<file path="src/rtl/pep_ks_mb_result_format.sv">
// Multi-batch key-switch result formatter: per-batch coefficient FIFOs and
// command holders, round-robin PBS arbitration, packed tagged output words.
module pep_ks_mb_result_format #(
  parameter int BATCH_NB       = 2,
  parameter int LWE_W          = 32,
  parameter int CORR_W         = 8,
  parameter int PID_W          = 6,
  parameter int MAX_COEF_NB    = 1024,
  parameter int OUT_COEF_NB    = 4,
  parameter int RES_FIFO_DEPTH = 8,
  localparam int CNT_W = $clog2(MAX_COEF_NB + 1),
  localparam int BID_W = (BATCH_NB > 1) ? $clog2(BATCH_NB) : 1
) (
  input  logic                                  clk,
  input  logic                                  s_rst,
  input  logic [BATCH_NB-1:0][PID_W-1:0]        cmd_pid,
  input  logic [BATCH_NB-1:0][CNT_W-1:0]        cmd_coef_nb,
  input  logic [BATCH_NB-1:0]                   cmd_vld,
  output logic [BATCH_NB-1:0]                   cmd_rdy,
  input  logic [BATCH_NB-1:0][LWE_W-1:0]        in_lwe,
  input  logic [BATCH_NB-1:0][CORR_W-1:0]       in_corr,
  input  logic [BATCH_NB-1:0]                   in_vld,
  output logic [BATCH_NB-1:0]                   in_rdy,
  input  logic                                  reset_cache,
  output logic [OUT_COEF_NB-1:0][LWE_W-1:0]     out_lwe,
  output logic [OUT_COEF_NB-1:0][CORR_W-1:0]    out_corr,
  output logic [OUT_COEF_NB-1:0]                out_mask,
  output logic [PID_W-1:0]                      out_pid,
  output logic [BID_W-1:0]                      out_batch_id,
  output logic                                  out_last,
  output logic                                  out_vld,
  input  logic                                  out_rdy,
  output logic [BATCH_NB-1:0]                   error_cmd
);

  localparam int AW = $clog2(RES_FIFO_DEPTH);
  localparam int LW = (OUT_COEF_NB > 1) ? $clog2(OUT_COEF_NB) : 1;

  typedef enum logic [1:0] {
    S_IDLE,
    S_PACK,
    S_OUT
  } state_e;

  logic [LWE_W-1:0]  mem_lwe  [BATCH_NB][RES_FIFO_DEPTH];
  logic [CORR_W-1:0] mem_corr [BATCH_NB][RES_FIFO_DEPTH];

  logic [BATCH_NB-1:0][AW-1:0]    wptr_q, wptr_d;
  logic [BATCH_NB-1:0][AW-1:0]    rptr_q, rptr_d;
  logic [BATCH_NB-1:0][AW:0]      cnt_q, cnt_d;
  logic [BATCH_NB-1:0]            push, pop;

  logic [BATCH_NB-1:0]            hold_vld_q, hold_vld_d;
  logic [BATCH_NB-1:0][PID_W-1:0] hold_pid_q, hold_pid_d;
  logic [BATCH_NB-1:0][CNT_W-1:0] rem_q, rem_d;
  logic [BATCH_NB-1:0]            err_q, err_d;

  state_e           state_q, state_d;
  logic [BID_W-1:0] cur_q, cur_d;
  logic [BID_W-1:0] rr_q, rr_d;
  logic [LW-1:0]    idx_q, idx_d;

  logic [OUT_COEF_NB-1:0][LWE_W-1:0]  out_lwe_q, out_lwe_d;
  logic [OUT_COEF_NB-1:0][CORR_W-1:0] out_corr_q, out_corr_d;
  logic [OUT_COEF_NB-1:0]             out_mask_q, out_mask_d;
  logic [PID_W-1:0]                   out_pid_q, out_pid_d;
  logic [BID_W-1:0]                   out_bid_q, out_bid_d;
  logic                               out_last_q, out_last_d;
  logic                               out_vld_q, out_vld_d;

  logic             flush;
  logic             found;
  logic [BID_W-1:0] sel;

  assign flush = s_rst | reset_cache;

  always_comb begin
    for (int b = 0; b < BATCH_NB; b++) begin
      in_rdy[b] = (cnt_q[b] != (AW+1)'(RES_FIFO_DEPTH));
      push[b]   = in_vld[b] & in_rdy[b] & ~flush;
    end
  end

  assign cmd_rdy = ~hold_vld_q;

  // Round-robin: first eligible batch at or after rr_q, with wrap.
  always_comb begin
    int j;
    j     = 0;
    found = 1'b0;
    sel   = '0;
    for (int i = 0; i < BATCH_NB; i++) begin
      j = int'(rr_q) + i;
      if (j >= BATCH_NB) j = j - BATCH_NB;
      if (!found && hold_vld_q[j] && cnt_q[j] != '0) begin
        found = 1'b1;
        sel   = BID_W'(j);
      end
    end
  end

  always_comb begin
    state_d    = state_q;
    cur_d      = cur_q;
    rr_d       = rr_q;
    idx_d      = idx_q;
    hold_vld_d = hold_vld_q;
    hold_pid_d = hold_pid_q;
    rem_d      = rem_q;
    err_d      = '0;
    pop        = '0;
    out_lwe_d  = out_lwe_q;
    out_corr_d = out_corr_q;
    out_mask_d = out_mask_q;
    out_pid_d  = out_pid_q;
    out_bid_d  = out_bid_q;
    out_last_d = out_last_q;
    out_vld_d  = out_vld_q;

    for (int b = 0; b < BATCH_NB; b++) begin
      if (cmd_vld[b] && !hold_vld_q[b]) begin
        if (cmd_coef_nb[b] == '0 ||
            cmd_coef_nb[b] > CNT_W'(MAX_COEF_NB)) begin
          err_d[b] = 1'b1;
        end else begin
          hold_vld_d[b] = 1'b1;
          hold_pid_d[b] = cmd_pid[b];
          rem_d[b]      = cmd_coef_nb[b];
        end
      end
    end

    unique case (state_q)
      S_IDLE: begin
        if (found) begin
          cur_d      = sel;
          idx_d      = '0;
          out_pid_d  = hold_pid_q[sel];
          out_bid_d  = sel;
          out_lwe_d  = '0;
          out_corr_d = '0;
          out_mask_d = '0;
          out_last_d = 1'b0;
          state_d    = S_PACK;
        end
      end
      S_PACK: begin
        if (cnt_q[cur_q] != '0) begin
          pop[cur_q]        = 1'b1;
          out_lwe_d[idx_q]  = mem_lwe[cur_q][rptr_q[cur_q]];
          out_corr_d[idx_q] = mem_corr[cur_q][rptr_q[cur_q]];
          out_mask_d[idx_q] = 1'b1;
          rem_d[cur_q]      = rem_q[cur_q] - CNT_W'(1);
          idx_d             = idx_q + LW'(1);
          if (idx_q == LW'(OUT_COEF_NB - 1) ||
              rem_q[cur_q] == CNT_W'(1)) begin
            out_vld_d  = 1'b1;
            out_last_d = (rem_q[cur_q] == CNT_W'(1));
            state_d    = S_OUT;
          end
        end
      end
      S_OUT: begin
        if (out_rdy) begin
          out_vld_d = 1'b0;
          if (out_last_q) begin
            hold_vld_d[cur_q] = 1'b0;
            rr_d    = (cur_q == BID_W'(BATCH_NB - 1)) ? '0
                                                      : cur_q + BID_W'(1);
            state_d = S_IDLE;
          end else begin
            idx_d      = '0;
            out_lwe_d  = '0;
            out_corr_d = '0;
            out_mask_d = '0;
            state_d    = S_PACK;
          end
        end
      end
      default: state_d = S_IDLE;
    endcase
  end

  always_comb begin
    for (int b = 0; b < BATCH_NB; b++) begin
      wptr_d[b] = wptr_q[b] + AW'(push[b]);
      rptr_d[b] = rptr_q[b] + AW'(pop[b]);
      cnt_d[b]  = cnt_q[b] + (AW+1)'(push[b]) - (AW+1)'(pop[b]);
    end
  end

  always_ff @(posedge clk) begin
    for (int b = 0; b < BATCH_NB; b++) begin
      if (push[b]) begin
        mem_lwe[b][wptr_q[b]]  <= in_lwe[b];
        mem_corr[b][wptr_q[b]] <= in_corr[b];
      end
    end
  end

  // Flush and reset share one path: everything returns to the empty state.
  always_ff @(posedge clk) begin
    if (flush) begin
      wptr_q     <= '0;
      rptr_q     <= '0;
      cnt_q      <= '0;
      hold_vld_q <= '0;
      hold_pid_q <= '0;
      rem_q      <= '0;
      err_q      <= '0;
      state_q    <= S_IDLE;
      cur_q      <= '0;
      rr_q       <= '0;
      idx_q      <= '0;
      out_lwe_q  <= '0;
      out_corr_q <= '0;
      out_mask_q <= '0;
      out_pid_q  <= '0;
      out_bid_q  <= '0;
      out_last_q <= 1'b0;
      out_vld_q  <= 1'b0;
    end else begin
      wptr_q     <= wptr_d;
      rptr_q     <= rptr_d;
      cnt_q      <= cnt_d;
      hold_vld_q <= hold_vld_d;
      hold_pid_q <= hold_pid_d;
      rem_q      <= rem_d;
      err_q      <= err_d;
      state_q    <= state_d;
      cur_q      <= cur_d;
      rr_q       <= rr_d;
      idx_q      <= idx_d;
      out_lwe_q  <= out_lwe_d;
      out_corr_q <= out_corr_d;
      out_mask_q <= out_mask_d;
      out_pid_q  <= out_pid_d;
      out_bid_q  <= out_bid_d;
      out_last_q <= out_last_d;
      out_vld_q  <= out_vld_d;
    end
  end

  assign out_lwe      = out_lwe_q;
  assign out_corr     = out_corr_q;
  assign out_mask     = out_mask_q;
  assign out_pid      = out_pid_q;
  assign out_batch_id = out_bid_q;
  assign out_last     = out_last_q;
  assign out_vld      = out_vld_q;
  assign error_cmd    = err_q;

endmodule

</file>
<file path="config.mk">
export PLATFORM = sky130hd
export DESIGN_NAME = pep_ks_mb_result_format
export DESIGN_NICKNAME = d
export VERILOG_FILES = /design/src/rtl/pep_ks_mb_result_format.sv
export SDC_FILE = /design/constraint.sdc
export NUM_CORES = 1
export LEC_CHECK = 0
export ABC_CLOCK_PERIOD_IN_PS = 4200
export CORE_ASPECT_RATIO = 1.1
export CORE_UTILIZATION = 52
export DETAILED_ROUTE_END_ITERATION = 16
export PLACE_DENSITY = 0.76
export REMOVE_ABC_BUFFERS = 1
export SKIP_CTS_REPAIR_TIMING = 1
export SLEW_MARGIN = 10
export SYNTH_ARGS = -nofsm -noshare
export SYNTH_HDL_FRONTEND = slang
export SYNTH_SLANG_ARGS = --single-unit
</file>
<file path="constraint.sdc">
create_clock -name clk -period 4.2 [get_ports clk]
set_clock_uncertainty 0.15 [all_clocks]
set_input_delay 0.42 -clock clk [delete_from_list [all_inputs] [get_ports clk]]
set_output_delay 0.42 -clock clk [all_outputs]
set_load 0.05 [all_outputs]
</file>
==> summary.md <==
The worst hold path was traced through 3 stages. Combined global-route utilization of all metal layers: 0.2753. The proportion of register bits with asynchronous set or reset after synthesis works out to 0. The part of the Yosys area used for sequential elements was 0.7101; the smallest setup slack after layout was 0.6406 ns. For the worst-skew pair, the clock arrives at the later sink with an insertion delay of 0.65 ns. The number of different library cells used by synthesis comes to 64. Static leakage: 13.45 nW. The tightest hold path in the finished design has a slack of 0.2551 ns. Clock-pin slew was measured on the worst setup and hold paths at 0.06 ns. The die covers 0.06592 mm2.

The tool flagged a number of max-cap violations equal to 0. The area share of the largest cell type after synthesis works out to 0.5695. The internal power of the cells totals 0.01409 W. Dividing total power by cell area gives a power density of 431.9 mW/mm2.

The half-perimeter wire length of the detailed placement result came out at 56940 um. Static timing analysis puts the maximum clock frequency at 280.9 MHz. Setup repair after global routing left no endpoint under its margin. In this run the count of I/O pins placed on the die edge is 301. The number of cells on the worst reg-to-reg path is 6.

After synthesis, the most frequently instantiated cells are 640 x sky130_fd_sc_hd__edfxtp_1, 237 x sky130_fd_sc_hd__dfxtp_1, 201 x sky130_fd_sc_hd__nand2_1, 160 x sky130_fd_sc_hd__a22o_1, 135 x sky130_fd_sc_hd__mux2i_1. For the cell count after synthesis, the log shows 2248. TritonCTS built the clock tree. Clock tree synthesis found a total of 877 sinks. For the final max-slew violation count, the log shows 0. Fill cells in the final layout number 4334. The proportion of layout cells with a drive suffix above 1 was 0.1264; the biggest fanout along the worst timing path was 25. For this run, design rule violations remaining after detail routing come to 0. The startpoint identified for the worst register-to-register timing path is out_batch_id$_SDFFE_PP0P_. After synthesis, the cell types taking the most area are sky130_fd_sc_hd__edfxtp_1 57%, sky130_fd_sc_hd__dfxtp_1 14%, sky130_fd_sc_hd__a22o_1 4.2%. The logs give 6 for the initial antenna violation count and 0.03375 mm2 for the summed instance area of the synthesized netlist. VDD sags by at most 0.2966 mV.

The logs give 3487 for the count of placed standard cells in the final layout, fillers left out and 3325 for the cell count after placement. Tightest slew margin relative to the limit: 0.2198. The routed layout has 21510 vias.

Number of enable flip-flop cells after synthesis: 640. The cell taking the most area after synthesis was sky130_fd_sc_hd__edfxtp_1. In the synthesized netlist the dominant register cell turns out to be sky130_fd_sc_hd__edfxtp_1.

The count of buffers added on input and output ports is 300. The first detailed-routing pass ran for 5 iterations. The setup check on the worst reg-to-reg path leaves a slack of 0.64 ns.

TritonCTS created 85 clock buffers. The tools report the starting density of the core as 0.5276. The most numerous cell in the Yosys netlist was sky130_fd_sc_hd__edfxtp_1.

Entering global routing, the biggest net connects 93 pins. Dividing the detail-routed wire length by the instance count gives 26.18 um. The die is 269.2 um tall. Average via count per standard cell: 6.169.

The count of nets left with antenna violations once routing finished came out at 0. The total area inside the core boundary comes to 0.06396 mm2. Type of element capturing the critical path: a register. The logs give 0.026 for the power share of the combinational group and 2389 for the violation count after the first detailed-routing iteration. The die is 244.9 um wide. Each instance of the synthesized netlist takes up on average 15.01 um2. Final cycle utilization of the critical path: 0.8475. For the worst setup path, the data required time is 4.57 ns. For the pin with the worst max-slew slack, the measured transition is 1.166 ns. In this run the core area contains 97 standard-cell rows. The worst hold path terminates at hold_pid_q[10]$_SDFFE_PP0P_. The logs give 0 for the final count of negative-setup-slack endpoints and 135100 um for the first-pass GRT wire length. The switching share of power is 0.2009, and the count of endpoints failing hold in the final timing report is 0. The minimum clock period works out to 3.559 ns.

For the final routed database, the setup TNS stands at 0 ns. The run gives 3 as the level count of the clock H-tree. The post-synthesis register bit count was 877.

The net switching power was 0.003544 W. The worst setup path is launched from a register. The worst min-delay path class was primary input to register. The critical path in this run is classified as register to register.

The logs give 0.8770 for the global placement routability congestion and 91280 um for the post-detailed-routing wire length. The net count of the finished layout is 2719. The startpoint identified for the worst hold timing path is cmd_pid[10]. The capture instance of the worst register-to-register path was out_lwe[103]$_SDFFE_PP0P_.

The proportion of power drawn by the clock network was 0.446. No sink is reached through more buffers than the 3 on the longest clock path. The run gives 0 as the global route total overflow. The Yosys step of the flow raised 0 warnings.

CTS placed an instance of sky130_fd_sc_hd__clkbuf_16 at the clock tree root. STA puts the critical path data arrival time at 3.93 ns. The run finished with clean final reports.

Compared with the post-synthesis result, the final layout area differs by 21.02%. For the part of the power in registers, the log shows 0.529. Prior to clock tree synthesis, the placed netlist has a worst setup slack of 0.7182 ns. The tools report the number of global-route vias before repair as 21470.
state kept, by name (all words and copies together), names as in the netlist, 4 cells and up, named ones only:
signal	flops
mem_lwe	512
out_lwe	128
wptr_q	6
cnt_q	8
out_mask	4
rem_q	22
out_corr	32
mem_corr	128
hold_pid_q	12
rptr_q	6
out_pid	6
area by class of cell:
cell class,instances,area (um2),area share
sequential,877,23970,0.5869
multi-input combinational,1213,9168,0.2245
timing repair buffer,368,3626,0.08878
clock buffer,121,2507,0.06139
tap,841,1052,0.02576
clock inverter,38,415.4,0.01017
inverter,26,97.59,0.002390
antenna,3,7.507,0.0001838
worst max path at each step:
stage,cells past startpoint,start,endpoint,slack (ns)
floorplan,5,register,out_corr[15]$_SDFFE_PP0P_,-3.02
global placement,7,reset_cache,mem_lwe[0][118]$_DFFE_PP_,0.82
detailed placement,7,reset_cache,mem_lwe[0][126]$_DFFE_PP_,0.72
CTS,6,out_batch_id$_SDFFE_PP0P_,out_lwe[103]$_SDFFE_PP0P_,0.69
global route,6,out_batch_id$_SDFFE_PP0P_,out_lwe[103]$_SDFFE_PP0P_,0.57
finish,6,out_batch_id$_SDFFE_PP0P_,out_lwe[103]$_SDFFE_PP0P_,0.64
cells in the final DEF, fill, tap and decap left out, drive strengths merged, types with 7 or more instances in the layout:
cell           netlist  routed
a211oi              45      45
nor2               118     118
clkinv               0      22
and3                 8       8
o22ai               60      60
a22o               160     160
clkdlybuf4s50        0     300
and2                19      19
nor3                40      40
nand2b               8       8
edfxtp             640     640
dfxtp              237     237
nand3               41      41
o221ai               8       8
clkbuf              61     121
a2111oi             21      21
xnor2               10      10
bufinv               0       7
mux4                53      53
nor2b               35      35
ha                  24      24
a311oi               8       8
inv                 26      32
a21oi              113     113
nand2              203     203
buf                 71      68
mux2i              137     137
nor3b                8       8
o21ai               37      37
routing by layer:
metal | vias up | GRT usage | part of all wire
li1 | 9349 | - | -
met4 | 6 | 0.1007 | 0.027
met1 | 10800 | 0.3676 | 0.39
met3 | 165 | 0.06320 | 0.10
met2 | 1193 | 0.4407 | 0.48
met5 | - | 0 | 0.00037
worst max-delay path, stage by stage (launching register included):
cell and delay, ns:
sky130_fd_sc_hd__dfxtp_2 0.60, sky130_fd_sc_hd__mux2_2 0.71, sky130_fd_sc_hd__nor2_1 1.01, sky130_fd_sc_hd__nand3_1 0.18
sky130_fd_sc_hd__nand3_1 0.16, sky130_fd_sc_hd__o21ai_0 0.30, sky130_fd_sc_hd__a22o_1 0.30
power by group through the flow:
stage / Combinational (W) / Sequential, W / Clock [W]
final: 0.000454 / 0.00933 / 0.00786
after global routing: 0.000478 / 0.00932 / 0.00824
after CTS: 0.000450 / 0.00933 / 0.00792
after detailed placement: 0.000446 / 0.00951 / 0
after global placement: 0.000434 / 0.00951 / 0
after floorplan: 0.000137 / 0.00952 / 0
per-stage QoR:
stage,power (W),util,area (um2)
after detailed placement,0.009958,0.5927,37910
after CTS,0.01769,0.6384,40830
final,0.01764,0.6385,40840
after global placement,0.009944,0.5927,37910
after floorplan,0.009652,-,33060
after global routing,0.01804,0.6385,40840
cell families after synthesis:
| group | synth area share |
|---|---|
| flip-flops | 0.7101 |
| AND/OR/NAND/NOR | 0.06848 |
| AO/OA/AOI/OAI | 0.1063 |
| multiplexers | 0.07760 |
| buffers and inverters | 0.02328 |
| adder cells (fa/ha/maj) | 0.01008 |
| XOR/XNOR | 0.004152 |
Power figures use the tool's default switching activity.
